--- src/rtl/keypad_pkg.sv ---
// Shared types and constants for the 4x4 keypad scanner and its debounce stage.
package keypad_pkg;
    localparam int NUM_COLS = 4;
    localparam int NUM_ROWS = 4;

    typedef logic [3:0] key_code_t;

    typedef enum logic [1:0] {
        RELEASED,
        CONFIRM,
        HELD,
        RELEASING
    } deb_state_t;
endpackage

--- src/rtl/key_debounce.sv ---
// Debounce FSM evaluated once per completed keypad scan; emits one press event per
// qualified key press and a debounced "key held" level.
module key_debounce
    import keypad_pkg::*;
#(
    parameter int DEBOUNCE_SCANS = 4
) (
    input  logic       clock,
    input  logic       i_reset,
    input  logic       scan_done,
    input  logic       scan_valid,
    input  key_code_t  scan_code,
    output logic       press_evt,
    output logic       pressed,
    output key_code_t  code,
    output deb_state_t dbg_state
);
    localparam int CNT_W = $clog2(DEBOUNCE_SCANS + 1);

    deb_state_t       state_q, state_d;
    key_code_t        cand_q, cand_d;
    logic [CNT_W-1:0] cnt_q, cnt_d;
    logic             evt_q, evt_d;

    logic             same;
    logic             cnt_full;
    logic [CNT_W-1:0] cnt_inc;

    always_comb begin
        state_d  = state_q;
        cand_d   = cand_q;
        cnt_d    = cnt_q;
        evt_d    = 1'b0;
        same     = scan_valid && (scan_code == cand_q);
        cnt_inc  = cnt_q + CNT_W'(1);
        cnt_full = (int'(cnt_q) + 1) >= DEBOUNCE_SCANS;
        if (scan_done) begin
            case (state_q)
                RELEASED: begin
                    if (scan_valid) begin
                        cand_d = scan_code;
                        cnt_d  = CNT_W'(1);
                        if (DEBOUNCE_SCANS == 1) begin
                            state_d = HELD;
                            evt_d   = 1'b1;
                        end else begin
                            state_d = CONFIRM;
                        end
                    end
                end
                CONFIRM: begin
                    if (!scan_valid) begin
                        state_d = RELEASED;
                    end else if (same) begin
                        cnt_d = cnt_inc;
                        if (cnt_full) begin
                            state_d = HELD;
                            evt_d   = 1'b1;
                        end
                    end else begin
                        cand_d = scan_code;
                        cnt_d  = CNT_W'(1);
                    end
                end
                HELD: begin
                    if (!same) begin
                        cnt_d   = CNT_W'(1);
                        state_d = (DEBOUNCE_SCANS == 1) ? RELEASED : RELEASING;
                    end
                end
                RELEASING: begin
                    // The held key coming back is a bounce, not a new press.
                    if (same) begin
                        state_d = HELD;
                    end else begin
                        cnt_d = cnt_inc;
                        if (cnt_full) state_d = RELEASED;
                    end
                end
                default: state_d = RELEASED;
            endcase
        end
    end

    always_ff @(posedge clock or negedge i_reset) begin
        if (!i_reset) begin
            state_q <= RELEASED;
            cand_q  <= '0;
            cnt_q   <= '0;
            evt_q   <= 1'b0;
        end else begin
            state_q <= state_d;
            cand_q  <= cand_d;
            cnt_q   <= cnt_d;
            evt_q   <= evt_d;
        end
    end

    assign press_evt = evt_q;
    assign pressed   = (state_q == HELD) || (state_q == RELEASING);
    assign code      = cand_q;
    assign dbg_state = state_q;
endmodule

--- src/rtl/keypad_scan.sv ---
// 4x4 matrix keypad scanner: column stepping, row synchronisation, per-scan
// single-key evaluation, debounce and a valid/ack output register.
module keypad_scan
    import keypad_pkg::*;
#(
    parameter int SCAN_DIV       = 100000,
    parameter int DEBOUNCE_SCANS = 4
) (
    input  logic                clock,
    input  logic                i_reset,
    input  logic [NUM_ROWS-1:0] rows,
    output logic [NUM_COLS-1:0] cols,
    output key_code_t           o_key,
    output logic                o_valid,
    input  logic                i_ack,
    output logic                o_pressed,
    output logic                o_overrun
);
    localparam int DIV_W = $clog2(SCAN_DIV);

    logic [NUM_ROWS-1:0] rows_s1_q, rows_s1_d, rows_s2_q, rows_s2_d;
    logic [DIV_W-1:0]    div_q, div_d;
    logic [1:0]          col_q, col_d;
    logic [1:0]          hit_cnt_q, hit_cnt_d;
    key_code_t           hit_code_q, hit_code_d;
    key_code_t           key_q, key_d;
    logic                valid_q, valid_d;
    logic                ovr_q, ovr_d;

    logic                tc;
    logic [NUM_ROWS-1:0] row_low;
    logic [2:0]          ones;
    logic [2:0]          sum;
    logic [1:0]          row_idx;
    key_code_t           code_new;
    logic                scan_done, scan_valid;
    key_code_t           scan_code;
    logic                press_evt, deb_pressed, ack;
    key_code_t           deb_code;
    deb_state_t          deb_state;

    always_comb begin
        rows_s1_d = rows;
        rows_s2_d = rows_s1_q;
        tc        = (div_q == DIV_W'(SCAN_DIV - 1));
        div_d     = tc ? '0 : div_q + DIV_W'(1);
        col_d     = tc ? col_q + 2'd1 : col_q;

        row_low = ~rows_s2_q;
        ones    = '0;
        row_idx = '0;
        for (int i = NUM_ROWS - 1; i >= 0; i--) begin
            ones = ones + 3'(row_low[i]);
            if (row_low[i]) row_idx = 2'(i);
        end
        // Hits saturate at 2: anything beyond one pressed position is rejected.
        sum      = 3'(hit_cnt_q) + ones;
        code_new = (ones == 3'd1 && hit_cnt_q == 2'd0) ? {col_q, row_idx} : hit_code_q;

        hit_cnt_d  = hit_cnt_q;
        hit_code_d = hit_code_q;
        scan_done  = 1'b0;
        scan_valid = 1'b0;
        scan_code  = code_new;
        if (tc) begin
            if (col_q == 2'(NUM_COLS - 1)) begin
                scan_done  = 1'b1;
                scan_valid = (sum == 3'd1);
                hit_cnt_d  = '0;
                hit_code_d = '0;
            end else begin
                hit_cnt_d  = (sum >= 3'd2) ? 2'd2 : sum[1:0];
                hit_code_d = code_new;
            end
        end

        // o_valid/i_ack: a key is offered while o_valid=1 and o_key is frozen until
        // the edge where i_ack=1 retires it; a press arriving while an offer is
        // still unacknowledged is dropped and latched in o_overrun.
        ack     = valid_q && i_ack;
        valid_d = valid_q;
        key_d   = key_q;
        ovr_d   = ovr_q;
        if (ack) begin
            valid_d = 1'b0;
            ovr_d   = 1'b0;
        end
        if (press_evt) begin
            if (!valid_q || ack) begin
                key_d   = deb_code;
                valid_d = 1'b1;
            end else begin
                ovr_d = 1'b1;
            end
        end
    end

    always_ff @(posedge clock or negedge i_reset) begin
        if (!i_reset) begin
            rows_s1_q  <= '1;
            rows_s2_q  <= '1;
            div_q      <= '0;
            col_q      <= '0;
            hit_cnt_q  <= '0;
            hit_code_q <= '0;
            key_q      <= '0;
            valid_q    <= 1'b0;
            ovr_q      <= 1'b0;
        end else begin
            rows_s1_q  <= rows_s1_d;
            rows_s2_q  <= rows_s2_d;
            div_q      <= div_d;
            col_q      <= col_d;
            hit_cnt_q  <= hit_cnt_d;
            hit_code_q <= hit_code_d;
            key_q      <= key_d;
            valid_q    <= valid_d;
            ovr_q      <= ovr_d;
        end
    end

    key_debounce #(
        .DEBOUNCE_SCANS(DEBOUNCE_SCANS)
    ) u_debounce (
        .clock     (clock),
        .i_reset   (i_reset),
        .scan_done (scan_done),
        .scan_valid(scan_valid),
        .scan_code (scan_code),
        .press_evt (press_evt),
        .pressed   (deb_pressed),
        .code      (deb_code),
        .dbg_state (deb_state)
    );

    a_pressed_tracks_state: assert property (@(posedge clock) disable iff (!i_reset)
        deb_pressed == ((deb_state == HELD) || (deb_state == RELEASING)));

    assign cols      = ~(NUM_COLS'(1) << col_q);
    assign o_key     = key_q;
    assign o_valid   = valid_q;
    assign o_pressed = deb_pressed;
    assign o_overrun = ovr_q;
endmodule

--- config.mk ---
export PLATFORM = sky130hd
export DESIGN_NAME = keypad_scan
export DESIGN_NICKNAME = d
export VERILOG_FILES = /design/src/rtl/keypad_pkg.sv /design/src/rtl/key_debounce.sv /design/src/rtl/keypad_scan.sv
export SDC_FILE = /design/constraint.sdc
export NUM_CORES = 1
export LEC_CHECK = 0
export CORE_MARGIN = 5
export CORE_UTILIZATION = 45
export DETAILED_ROUTE_END_ITERATION = 7
export MAX_ROUTING_LAYER = met4
export PLACE_DENSITY = 0.64
export SYNTH_ARGS = -nofsm -noshare
export SYNTH_HDL_FRONTEND = slang
export SYNTH_SLANG_ARGS = --single-unit
export TNS_END_PERCENT = 30
--- constraint.sdc ---
create_clock -name clock -period 7.35 [get_ports clock]
set_input_delay 1.1025 -clock clock [delete_from_list [all_inputs] [get_ports clock]]
set_output_delay 1.1025 -clock clock [all_outputs]
set_load 0.01 [all_outputs]
**Word level (Yosys, flattened, before mapping)**

Index checks and enable logic that the tools add are counted.

- $add $sub $neg: 8
- Order comparisons: 2
- Eq/ne operators: 16
- Shift-type cells: 1
- Mux-type cells: 42
- Bitwise gates (word level): 2
- Reductions and logical operators: 13

Operator list:

| operator | number |
|---|---|
| $ge A32 B4 Y1 const B | 1 |
| $mux W2 | 13 |
| $mux W4 | 5 |
| $add A17 B1 Y17 const B | 1 |
| $eq A17 B17 Y1 const B | 1 |
| $mux W17 | 1 |
| $mux W1 | 15 |
| $mux W3 | 5 |
| $pmux W3 S4 | 1 |
| $reduce_and A5 Y1 | 2 |
| $not A4 Y4 | 2 |
| $pmux W2 S4 | 1 |
| $pmux W4 S2 | 1 |
| $eq A2 B2 Y1 const B | 3 |
| $eq A3 B1 Y1 const B | 2 |
| $ne A2 B2 Y1 const B | 3 |
| $ne A3 B3 Y1 const B | 2 |
| $reduce_and A6 Y1 | 1 |
| $add A3 B1 Y4 const B | 1 |
| $eq A4 B4 Y1 | 1 |
| $logic_not A2 Y1 | 2 |
| $ne A2 B1 Y1 const B | 2 |
| $shl A1 B2 Y4 const A | 1 |
| $add A2 B1 Y3 | 1 |
| other kinds (13) | 16 |

- Flip-flop bits (word level): 49
- Input port bits: 7
- Output and inout port bits: 11
- Logic and storage cells: 97

**Logic depth before layout (Yosys ltp)**

- Depth in word-level cells: 13
- Mapped depth: 12
- Gate-level depth less buffers: 12

**Hierarchy**

Synthesis repeated with hierarchy kept, for this count alone.

- Cell total of the unflattened synthesis: 223
- Area, all modules: 2453.6 um^2

By module, submodules not included:

| module | times used | cells each | area an instance (um^2) | seq. area each (um^2) |
|---|---|---|---|---|
| keypad_scan | 1 | 158 | 1811.7 | 985.9 |
| key_debounce | 1 | 65 | 641.9 | 250.2 |

**Least setup slack after synthesis**

No wires, ideal clock.

- Kind: register to register
- Start point: register rows_s2_q[0]
- End point: register u_debounce.cand_q[3], in the netlist u_debounce.code[3]
- Library setup time: 0.125 ns
- Arrival: 3.607 ns
- Required time: 7.225 ns
- Setup slack: 3.618 ns
- Stages on the path, launching flop included: 12
- Path buffers: 0
- Clock period less this slack: 3.732 ns
- Path through: dfstp_2 -> inv_1 -> fa_1 -> ha_1 -> ha_1 -> or3b_4 -> a2111oi_0 -> nor4b_2 -> nor2_1 -> nor3_2 -> a2111oi_4 -> mux2_4

- Word-level cells in the longest chain between the ends: 9
- Elaborated cells between the ends (all ways): 20
- Classes of those cells: 2 x add/sub; 6 x eq/ne; 8 x mux; 1 x bitwise; 3 x reduce/logical

RTL lines:

| what | line | source |
|---|---|---|
| start: declaration | keypad_scan.sv:21 | `logic [NUM_ROWS-1:0] rows_s1_q, rows_s1_d, rows_s2_q, rows_s2_d;` |
| start signal: assignment | keypad_scan.sv:111 | `rows_s2_q <= rows_s2_d;` |
| $not A4 Y4 (*) | keypad_scan.sv:49 | `row_low = ~rows_s2_q;` |
| $add A3 B1 Y3 | keypad_scan.sv:53 | `ones = ones + 3'(row_low[i]);` |
| $add A2 B3 Y3 or $eq A3 B1 Y1 (tied branches) | keypad_scan.sv:57, keypad_scan.sv:58 |  |
| $eq A3 B1 Y1 or $logic_and A1 B1 Y1 (tied branches) | keypad_scan.sv:68, keypad_scan.sv:58 |  |
| $mux W1 or $mux W4 (tied branches) | keypad_scan.sv:66, keypad_scan.sv:58 |  |
| $mux W1 or $eq A4 B4 Y1 (tied branches) | keypad_scan.sv:65, key_debounce.sv:34 |  |
| $logic_and A1 B1 Y1 | key_debounce.sv:34 | `same = scan_valid && (scan_code == cand_q);` |
| $ne A2 B2 Y1 (no line) | - |  |
| $reduce_and A5 Y1 (no line) | - |  |
| end signal: assignment | key_debounce.sv:93 | `cand_q <= cand_d;` |
| end: declaration | key_debounce.sv:21 | `key_code_t cand_q, cand_d;` |

Every way passes the cells marked *; elsewhere a longest branch is shown, timed or not. The select of a mux whose other input is x is not followed.
A chain may end at the register's enable or synchronous reset.

**Worst setup path in the final report**

Ends and elaborated chain as after synthesis.

==> impl_metrics.py <==
metrics = {
    "routing": {
        "dr.pass1.iters": 4,
        "vias_per_cell": 5.224,
        "initialDrtViolationCount": 80,
        "ant_nets": 0,
        "wirelength_mm": 4.579,
        "route.vias.total": 1797,
        "wire_per_inst_um": 13.31,
        "remaining_drc_errors": 0,
    },
    "cells_and_area": {
        "drive_gt1_share_pct": 11.40,
        "num_antenna_cells": 0,
        "filler_cell_count": 509,
        "final_nets": 289,
        "syn_to_final_growth_pct": 13.13,
        "multi_input_area_um2": 1192,
        "seq_area_um2": 1236,
    },
    "sta": {
        "worst_slew_pin_slew_ns": 1.057,
        "fin_skew_ns": 0.009479,
        "final-setup-viol-count": 0,
        "hold_ws_ns": 0.3595,
        "period_minus_slack_ns": 4.037,
        "timing.final.crit_share_pct": 54.93,
        "hold_viol_final": 0,
        "finalSetupTns_ns": 0,
        "rsz0062_at_grt": "false",
        "fmax_mhz": 247.7,
        "drv_slew": 0,
        "slew_headroom_pct": 29.54,
    },
    "grt": {
        "grt_pass1_wl_mm": 8.079,
        "grt_util_met2_pct": 21.92,
        "grt_use_met1_pct": 18.42,
        "use_met3_pct": 3.301,
        "grt_usage_pct": 14.13,
        "overflow": 0,
        "grt.busiest_layer": "met2",
        "antenna_found_initial": 0,
        "grt_max_degree": 50,
        "grt_pass1_vias": 1785,
    },
    "clock_tree": {
        "cts.sinks": 49,
        "cts_root_buf": "clkbuf_8",
        "post_cts_resized": 0,
        "htree_levels": 2,
        "ctsHoldBuffers": 0,
        "cts_buffers": 5,
        "path_clk_slew_ns": 0.09,
        "cts_setup_buffers": 0,
        "cts_max_path_buffers": 2,
        "cts_tree": "done",
        "worstSkewPairLatency_ns": 0.30,
    },
    "status": {
        "status": "finished clean",
    },
    "synth": {
        "synth_top_cell_by_area": "dfrtp_1",
        "syn_avg_cell_area_um2": 10.15,
        "synth_top_area_share_pct": 40.61,
        "synthCells": 249,
        "synth-edff-count": 0,
        "yosysWarnings": 0,
        "synth.top_cells.by_area": "dfrtp_1 (41%), dfstp_2 (8.3%), nand2_1 (5.3%), ha_1 (4.5%), inv_1 (3.1%)",
        "synth_area_um2": 2526,
        "netlist-cell-type-count": 50,
        "async_flop_share_pct": 100.0,
        "ys_ff_latch": 49,
        "synthesis.nets": 267,
        "yosysSeqAreaShare_pct": 48.94,
        "synthFlopType": "dfrtp_1",
    },
    "power": {
        "p_int_mw": 0.3532,
        "pwr-share-seq_pct": 59.3,
        "p_per_area_nw_per_um2": 162.1,
        "p_sw_share_pct": 23.77,
        "power_mw": 0.4633,
        "power_frac_comb_pct": 7.4,
        "p_leak_nw": 1.196,
        "irDropWorstVdd_mv": 0.1126,
        "power_frac_clock_pct": 33.4,
        "p_switching_mw": 0.1101,
    },
    "critical_path": {
        "cpPeakStageDelay_ns": 0.66,
        "slowest_stage": "a2111oi_0",
        "crit_type": "register to register",
        "cp-start-kind": "register",
        "cp_data_required_time_ns": 7.53,
        "crit_family": "compound AO/OA/AOI/OAI gates",
        "timing.rr.end": "u_debounce.code[3]",
        "rr_startpoint": "rows_s2_q[0]",
        "crit_fanout": 6,
        "cp_common_cell": "ha_1",
        "r2r_cells": 11,
        "crit_chain": "inv_1, fa_1, ha_1, ha_1, or3b_4, a2111oi_0, nor4b_2, nor2_1, nor3_2, a2111oi_4, mux2_4",
        "crit_arrival_ns": 4.22,
        "ff2ff_setup_slack_ns": 3.31,
        "critPathBufInv": 1,
        "end_kind": "register",
    },
    "flow_run": {
        "max_cap_violations": 0,
    },
    "placed_design": {
        "dp_hpwl_mm": 3.430,
        "io_buffers": 17,
        "gp_congestion": 0.7971,
    },
    "worst_hold_path": {
        "min_from": "rows_s1_q[2]",
        "hold_end": "rows_s2_q[2]",
        "worstHoldPathType": "register to register",
        "hold_depth": 0,
    },
    "die": {
        "die_h_um": 84.93,
        "rows": 27,
        "core_area_um2": 5473,
        "io_pins": 18,
        "dieArea_um2": 7212,
        "initial_utilization_pct": 46.16,
        "die_w_um": 84.93,
    },
}
-- layout by cell type, fill, tap and decap left out, types with 2 or more instances in the layout --
cell type	instances
a2111oi_4	2
a21oi_1	11
and2_1	4
and3_1	5
and3_2	2
clkbuf_8	5
clkdlybuf4s50_1	16
clkinvlp_4	2
dfrtp_1	41
dfstp_2	8
fa_1	2
ha_1	9
inv_1	21
mux2i_1	3
nand2_1	36
nand2b_1	2
nand3_1	12
nand4_1	2
nor2_1	17
nor2b_1	3
nor3_1	4
nor4_1	3
o2111ai_1	3
o21ai_0	14
xnor2_1	9
xor2_1	8
-- worst max path at each step --
stage	start	to	depth (start not counted)
global placement	rows_s2_q[0]	u_debounce.code[3]	11
detailed placement	rows_s2_q[0]	u_debounce.code[3]	11
CTS	rows_s2_q[0]	u_debounce.code[3]	11
floorplan	rows_s2_q[0]	u_debounce.code[3]	11
global route	rows_s2_q[0]	u_debounce.code[3]	11
finish	rows_s2_q[0]	u_debounce.code[3]	11
-- Yosys cell counts (3+ instances only) --
cell type and n:
a21oi_1 11, o21ai_0 14, nor2_1 17, mux2i_1 3, ha_1 9, xor2_1 8
dfrtp_1 41, o2111ai_1 3, nor2b_1 3, xnor2_1 9, inv_1 21, nor3_1 4
nor4_1 3, and3_1 5, and2_1 4, nand2_1 36, dfstp_2 8, nand3_1 12
-- cells by family (layout without fill, tap and decap cells) --
family,count (synthesis),in the layout,synth area share [%]
adder cells (fa/ha/maj),11,11,6.043
XOR/XNOR,17,17,5.894
buffers and inverters,24,47,3.864
AO/OA/AOI/OAI,41,41,11.64
AND/OR/NAND/NOR,103,103,21.84
multiplexers,4,4,1.783
flip-flops,49,49,48.93
-- routing by layer --
metal | routed length [um] | part of all wire [%]
met1 | 2313 | 51
met2 | 2069 | 45
met5 | 0 | 0
met4 | 49 | 1.1
met3 | 147 | 3.2
-- worst register-to-register path, stage by stage (launching register included) --
cell and delay, ns:
dfstp_2 0.56, inv_1 0.06, fa_1 0.48, ha_1 0.19
ha_1 0.32, or3b_4 0.44, a2111oi_0 0.66, nor4b_2 0.11
nor2_1 0.15, nor3_2 0.07, a2111oi_4 0.55, mux2_4 0.34
-- cell type report --
type                       count  area share, %
inverter                      21          2.758
sequential                    49          43.26
timing repair buffer          18          6.042
clock inverter                 2         0.5254
multi-input combinational    176          41.72
clock buffer                   6          2.539
tap                           72          3.152
-- through the flow --
step | worst slack [ns] | cell area, um^2 | instances | utilization [%]
6_report | 3.313 | 2858 | 344 | 52.22
5_1_grt | 3.062 | 2858 | 344 | 52.22
4_1_cts | 3.285 | 2858 | 344 | 52.22
3_5_place_dp | 3.324 | 2770 | 336 | 50.62
3_3_place_gp | 3.439 | 2770 | 336 | 50.62
2_1_floorplan | 3.618 | 2526 | 249 | -
-- sequential cells by signal, indices dropped and copies added, names as in the netlist --
name,cells
div_q,17
hit_code_q,4
o_key,4
rows_s1_q,4
rows_s2_q,4
u_debounce.code,4
u_debounce.cnt_q,3
col_q,2
hit_cnt_q,2
u_debounce.dbg_state,2
o_overrun,1
o_valid,1
u_debounce.press_evt,1
-- power by group through the flow --
stage / Sequential [mW] / Combinational, mW / Clock [mW]
finish: 0.275 / 0.0341 / 0.155
global route: 0.275 / 0.0389 / 0.174
CTS: 0.275 / 0.0346 / 0.161
detailed placement: 0.280 / 0.0343 / 0
global placement: 0.280 / 0.0340 / 0
floorplan: 0.280 / 0.0213 / 0
(Power assumes the default switching activity.)
